## src/rtl/mem_arb_pkg.sv

```systemverilog
// Shared definitions for the memory-port arbiter: FSM state encoding and
// default sizing for the client/memory interface.
package mem_arb_pkg;

    // FSM state codes; these values are also shown on state_leds.
    typedef enum logic [1:0] {
        IDLE  = 2'd0,
        ISSUE = 2'd1,
        RESP  = 2'd2
    } arb_state_t;

    localparam int DEF_NUM_CLIENTS = 2;
    localparam int DEF_MEM_WIDTH   = 8;
    localparam int DEF_MEM_DEPTH   = 256;

endpackage : mem_arb_pkg

```

## src/rtl/mem_port_arbiter_rr_arbiter.sv

```systemverilog
// rr_arbiter: combinational winner select for the memory-port arbiter.
// Default build: round-robin starting at rr_ptr, wrapping modulo NUM_CLIENTS.
// With MEM_ARB_FIXED_PRIO_EN defined: fixed priority, lowest index wins and
// rr_ptr is ignored.
module rr_arbiter #(
    parameter  int NUM_CLIENTS = 2,
    localparam int IDX_W       = $clog2(NUM_CLIENTS)
) (
    input  logic [NUM_CLIENTS-1:0] req,
    input  logic [IDX_W-1:0]       rr_ptr,
    output logic [NUM_CLIENTS-1:0] gnt_onehot,
    output logic [IDX_W-1:0]       gnt_idx,
    output logic                   gnt_any
);

    // cand_idx[k] is the client examined at search position k.
    logic [IDX_W-1:0]       cand_idx [NUM_CLIENTS];
    logic [NUM_CLIENTS-1:0] req_rot;

`ifdef MEM_ARB_FIXED_PRIO_EN
    // The pointer has no meaning in the fixed-priority build.
    logic unused_rr_ptr;
    assign unused_rr_ptr = ^rr_ptr;

    genvar gi;
    generate
        for (gi = 0; gi < NUM_CLIENTS; gi++) begin : g_cand
            assign cand_idx[gi] = IDX_W'(gi);
            assign req_rot[gi]  = req[gi];
        end
    endgenerate
`else
    genvar gi;
    generate
        for (gi = 0; gi < NUM_CLIENTS; gi++) begin : g_cand
            // rr_ptr < N and gi < N, so one conditional subtract wraps the sum.
            logic [IDX_W:0] sum;
            assign sum          = {1'b0, rr_ptr} + (IDX_W+1)'(gi);
            assign cand_idx[gi] = (sum >= (IDX_W+1)'(NUM_CLIENTS))
                                  ? IDX_W'(sum - (IDX_W+1)'(NUM_CLIENTS))
                                  : sum[IDX_W-1:0];
            assign req_rot[gi]  = req[cand_idx[gi]];
        end
    endgenerate
`endif

    // First requesting client in search order wins; scanning downwards lets
    // the lowest search position overwrite any later one.
    always_comb begin
        gnt_idx    = '0;
        gnt_any    = 1'b0;
        for (int k = NUM_CLIENTS - 1; k >= 0; k--) begin
            if (req_rot[k]) begin
                gnt_idx = cand_idx[k];
                gnt_any = 1'b1;
            end
        end
        gnt_onehot = gnt_any ? (NUM_CLIENTS'(1) << gnt_idx) : '0;
    end

endmodule : rr_arbiter

```

## src/rtl/mem_port_arbiter.sv

```systemverilog
// mem_port_arbiter: shares one single-port synchronous-read memory between
// NUM_CLIENTS requesters. IDLE picks a winner and latches its request,
// ISSUE drives the memory port and pulses gnt, RESP returns read data.
// Build option: MEM_ARB_FIXED_PRIO_EN selects fixed priority (lowest index
// wins) instead of round-robin; all timing is otherwise identical.
module mem_port_arbiter
    import mem_arb_pkg::*;
#(
    parameter  int NUM_CLIENTS = DEF_NUM_CLIENTS,
    parameter  int MEM_WIDTH   = DEF_MEM_WIDTH,
    parameter  int MEM_DEPTH   = DEF_MEM_DEPTH,
    localparam int ADDR_WIDTH  = $clog2(MEM_DEPTH)
) (
    input  logic                              clk,
    input  logic                              rst,
    input  logic [NUM_CLIENTS-1:0]            req,
    input  logic [NUM_CLIENTS-1:0]            req_we,
    input  logic [NUM_CLIENTS*ADDR_WIDTH-1:0] req_addr,
    input  logic [NUM_CLIENTS*MEM_WIDTH-1:0]  req_din,
    output logic [NUM_CLIENTS-1:0]            gnt,
    output logic [NUM_CLIENTS-1:0]            rd_valid,
    output logic [MEM_WIDTH-1:0]              rd_data,
    output logic                              mem_we,
    output logic [ADDR_WIDTH-1:0]             mem_addr,
    output logic [MEM_WIDTH-1:0]              mem_din,
    input  logic [MEM_WIDTH-1:0]              mem_dout,
    output logic [1:0]                        state_leds
);

    localparam int IDX_W = $clog2(NUM_CLIENTS);

    arb_state_t             state_reg;
    logic [IDX_W-1:0]       rr_ptr_reg;
    logic [IDX_W-1:0]       win_idx_reg;
    logic                   win_we_reg;
    logic [ADDR_WIDTH-1:0]  win_addr_reg;
    logic [MEM_WIDTH-1:0]   win_din_reg;
    logic [NUM_CLIENTS-1:0] gnt_reg;
    logic                   mem_we_reg;

    logic [NUM_CLIENTS-1:0] arb_onehot;
    logic [IDX_W-1:0]       arb_idx;
    logic                   arb_any;

    logic [ADDR_WIDTH-1:0]  client_addr [NUM_CLIENTS];
    logic [MEM_WIDTH-1:0]   client_din  [NUM_CLIENTS];

    genvar gi;
    generate
        for (gi = 0; gi < NUM_CLIENTS; gi++) begin : g_unpack
            assign client_addr[gi] = req_addr[gi*ADDR_WIDTH +: ADDR_WIDTH];
            assign client_din[gi]  = req_din[gi*MEM_WIDTH +: MEM_WIDTH];
        end
    endgenerate

    rr_arbiter #(
        .NUM_CLIENTS (NUM_CLIENTS)
    ) u_rr_arbiter (
        .req        (req),
        .rr_ptr     (rr_ptr_reg),
        .gnt_onehot (arb_onehot),
        .gnt_idx    (arb_idx),
        .gnt_any    (arb_any)
    );

    // Access FSM: latches the winner in IDLE and registers the memory-port
    // and grant outputs for the following state.
    always_ff @(posedge clk) begin
        if (rst) begin
            state_reg    <= IDLE;
            rr_ptr_reg   <= '0;
            win_idx_reg  <= '0;
            win_we_reg   <= 1'b0;
            win_addr_reg <= '0;
            win_din_reg  <= '0;
            gnt_reg      <= '0;
            mem_we_reg   <= 1'b0;
        end else begin
            case (state_reg)
                IDLE: begin
                    if (arb_any) begin
                        win_idx_reg  <= arb_idx;
                        win_we_reg   <= req_we[arb_idx];
                        win_addr_reg <= client_addr[arb_idx];
                        win_din_reg  <= client_din[arb_idx];
                        gnt_reg      <= arb_onehot;
                        mem_we_reg   <= req_we[arb_idx];
                        state_reg    <= ISSUE;
                    end
                end
                ISSUE: begin
                    gnt_reg    <= '0;
                    mem_we_reg <= 1'b0;
`ifndef MEM_ARB_FIXED_PRIO_EN
                    rr_ptr_reg <= (win_idx_reg == IDX_W'(NUM_CLIENTS - 1))
                                  ? '0 : win_idx_reg + 1'b1;
`endif
                    state_reg  <= win_we_reg ? IDLE : RESP;
                end
                RESP: begin
                    state_reg <= IDLE;
                end
                default: begin
                    gnt_reg    <= '0;
                    mem_we_reg <= 1'b0;
                    state_reg  <= IDLE;
                end
            endcase
        end
    end

    // Read response: memory data arrives during RESP; reset suppresses it so
    // an aborted read never signals valid.
    always_comb begin
        rd_valid = '0;
        rd_data  = '0;
        if (state_reg == RESP && !rst) begin
            rd_valid[win_idx_reg] = 1'b1;
            rd_data               = mem_dout;
        end
    end

    assign gnt        = gnt_reg;
    assign mem_we     = mem_we_reg;
    assign mem_addr   = win_addr_reg;
    assign mem_din    = win_din_reg;
    assign state_leds = 2'(state_reg);

endmodule : mem_port_arbiter
```

## config.mk

```make
export PLATFORM = sky130hd
export DESIGN_NAME = mem_port_arbiter
export DESIGN_NICKNAME = d
export VERILOG_FILES = /design/src/rtl/mem_arb_pkg.sv /design/src/rtl/mem_port_arbiter_rr_arbiter.sv /design/src/rtl/mem_port_arbiter.sv
export SDC_FILE = /design/constraint.sdc
export NUM_CORES = 1
export LEC_CHECK = 0
export ABC_AREA = 0
export CAP_MARGIN = 30
export CELL_PAD_IN_SITES_DETAIL_PLACEMENT = 1
export CELL_PAD_IN_SITES_GLOBAL_PLACEMENT = 1
export CORE_ASPECT_RATIO = 0.6
export CORE_MARGIN = 4
export CORE_UTILIZATION = 35
export CTS_CLUSTER_DIAMETER = 80
export DETAILED_ROUTE_END_ITERATION = 8
export DONT_BUFFER_PORTS = 1
export PLACE_DENSITY = 0.69
export SYNTH_ARGS = -nofsm -noshare
export SYNTH_HDL_FRONTEND = slang
export SYNTH_SLANG_ARGS = --single-unit
```

## constraint.sdc

```tcl
create_clock -name clk -period 3.3 [get_ports clk]
set_input_delay 0.165 -clock clk [delete_from_list [all_inputs] [get_ports clk]]
set_output_delay 0.165 -clock clk [all_outputs]
set_load 0.005 [all_outputs]
```

==> results_dict.tcl <==
set metrics [dict create \
    crit_path_start_kind "register" \
    wl_per_cell_um 22.1 \
    die_x_um 82.2 \
    clk-insertion-delay-late_ps 260 \
    timing.critical_path.slowest_stage_cell "sky130_fd_sc_hd__dfxtp_1" \
    antenna_found_initial 0 \
    post-place-cells 171 \
    num-nets-final 181 \
    final_setup_violation_count 0 \
    cellLeakagePower_uw 0.000435 \
    worstPathBufferInverterCount 0 \
    final_max_slew_viol_count 0 \
    grt_overflow_total 0 \
    area_delta_synth_final_pct 6.81 \
    floorplan.die_area_um2 4320 \
    cts_num_sinks 24 \
    seq_area_um2 480 \
    routed_via_density 6.38 \
    timing.final.crit_share_pct 52.9 \
    grt_max_degree 27 \
    timing.critical_path.max_delay_family "flip-flops" \
    hp-class "in -> reg" \
    synth_top_cells_by_area "sky130_fd_sc_hd__dfxtp_1 (42%), sky130_fd_sc_hd__a31oi_1 (9.2%), sky130_fd_sc_hd__nand4_1 (8.6%)" \
    timing.critical_path.slowest_cell_delay_ps 650 \
    finalWirelength_um 3880 \
    status "finished clean" \
    count_of_mapped_cells_out_of_synthesis 143 \
    share_of_synthesized_area_occupied_by_flip_flops_and_latches_pct 41.5 \
    grt_pass1_wl_um 6090 \
    grt.total_usage_pct 18.8 \
    max_slew.worst_pin.slew_ps 859 \
    placed_cell_area_um2 1170 \
    drive_above_1_share_pct 6.72 \
    clk_root_buffer_cell "sky130_fd_sc_hd__clkbuf_8" \
    crit_path_end_kind "register" \
    postSynthAreaPerCell_um2 8.09 \
    hold_fails_final_rpt 0 \
    cts.repair_timing.setup_buffer_count 0 \
    placement_rows 15 \
    via_count 1123 \
    synth_top_area_share_pct 41.5 \
    worst_clock_skew_ps 3.44 \
    max_clock_freq_mhz 573 \
    synth_cell_types 23 \
    io_pins 77 \
    cts.reportedPaths.clkPinSlew_ps 80 \
    cts_hold_buf 1 \
    layout.filler_cells 358 \
    tritoncts "built" \
    postRouteAntennaNets 0 \
    cp_max_fo 20 \
    fin_worst_hold_slack_ps 57.6 \
    synth_top_cell_by_area "sky130_fd_sc_hd__dfxtp_1" \
    dp_hpwl_um 2780 \
    effective_utilization_at_floorplan_pct 38.3 \
    routability_congestion_estimate 0.693 \
    post_cts.resized_instances 0 \
    first_global_vias 1153 \
    insertedDiodeCount 0 \
    clk_buf_depth 2 \
    final_design_area_no_fill_um2 1240 \
    arrival_ps 1930 \
    drt-initial-drc-count 40 \
    postSynthRegisterBits 24 \
    drt_drc_violations_left 0 \
    dieHeight_um 52.5 \
    layoutNonFillerInstCount 176 \
    setup_tns_ps 0 \
    required_ps 3490 \
    drt_pre_antenna_iters 4 \
    cts-buffers-inserted 3 \
    placeableCoreArea_um2 3020 \
    port-buffer-count 0 \
    area_used_by_multi_input_combinational_logic_um2 603 \
    path_class "reg -> reg" \
    fin_crit_ps 1740 \
    htree_levels 1 \
    relSlewSlack_pct 42.6 \
    synth-warning-count 0 \
    powerDensity_nw_per_um2 529 \
    path_cells "or2_1 > o21ai_1 > a31oi_1" \
    post_synth_design_cell_area_um2 1160 \
    timing.max_cap.violations 0 \
    syn-num-nets 189 \
    peakVddDrop_uv 226 \
    grt_setup_unrepaired "false" \
]
## through the flow
step	utilization, %	power [uW]	setup slack [ps]
final	40.9	654	1560
after CTS	40.9	665	1510
after global placement	37.8	443	1450
after floorplan	-	434	2100
after global routing	40.9	695	1360
after detailed placement	38.8	460	1550
## synthesized netlist by cell type, drive strengths merged
library cell  count
dfxtp            24
or3b              1
clkbuf            8
nand4            16
a31oi            17
nand2             2
a311oi            1
and3              9
or2               1
nor2              6
nand3            18
a21oi             3
nand2b            2
nor3b             1
o21ba             2
a21boi            1
o21ai            18
o221a             1
nor3              2
nor2b             1
a21bo             1
buf               8
## metal layers
layer	vias to the layer above	GRT usage (%)	share of wire (%)
li1	529	-	-
met1	541	23.3	42
met2	49	28.7	44
met3	4	9.45	12
met4	0	4.70	1.1
met5	-	0	0
## final cells by class
cell class                 count  area share (%)
clock buffer                   4            4.45
multi-input combinational    103            48.8
timing repair buffer           3            3.64
tap                           42            4.25
sequential                    24            38.9
## placed cells by master, fill, tap and decap left out, drive strengths merged
master	Yosys	layout
dfxtp	24	24
nand3	18	18
o21ai	18	18
a31oi	17	17
nand4	16	16
and3	9	9
nor2	6	6
clkbuf	8	4
a21oi	3	3
nand2	2	2
nand2b	2	2
nor3	2	2
o21ba	2	2
buf	8	2
a21boi	1	1
or2	1	1
nor2b	1	1
o221a	1	1
nor3b	1	1
a21bo	1	1
a311oi	1	1
or3b	1	1
dlygate4sd3	0	1
## logic make-up after synthesis
family / Yosys count / share of synthesized area [%]
AOI/OAI and AO/OA: 44 / 23.6
DFF: 24 / 41.5
and+or+nand+nor: 59 / 28.3
buffers and inverters: 16 / 6.59
## final timing paths
path / start / end / slack, ps / cells past startpoint
min: req[1] / mem_din[2] / 60 / 2
max reg2reg: state_leds[1] / mem_din[0] / 1560 / 3
min reg2reg: win_we_reg / state_leds[1] / 460 / 1
max: state_leds[1] / mem_din[0] / 1560 / 3
## power breakdown
| part | switching, uW | internal, uW | leakage, uW | total, uW |
|---|---|---|---|---|
| Sequential | 25.0 | 317 | 0.000198 | 342 |
| Clock | 91.1 | 106 | 0.0000288 | 198 |
| Combinational | 71.0 | 43.7 | 0.000209 | 115 |
Power figures use the tool's default switching activity.
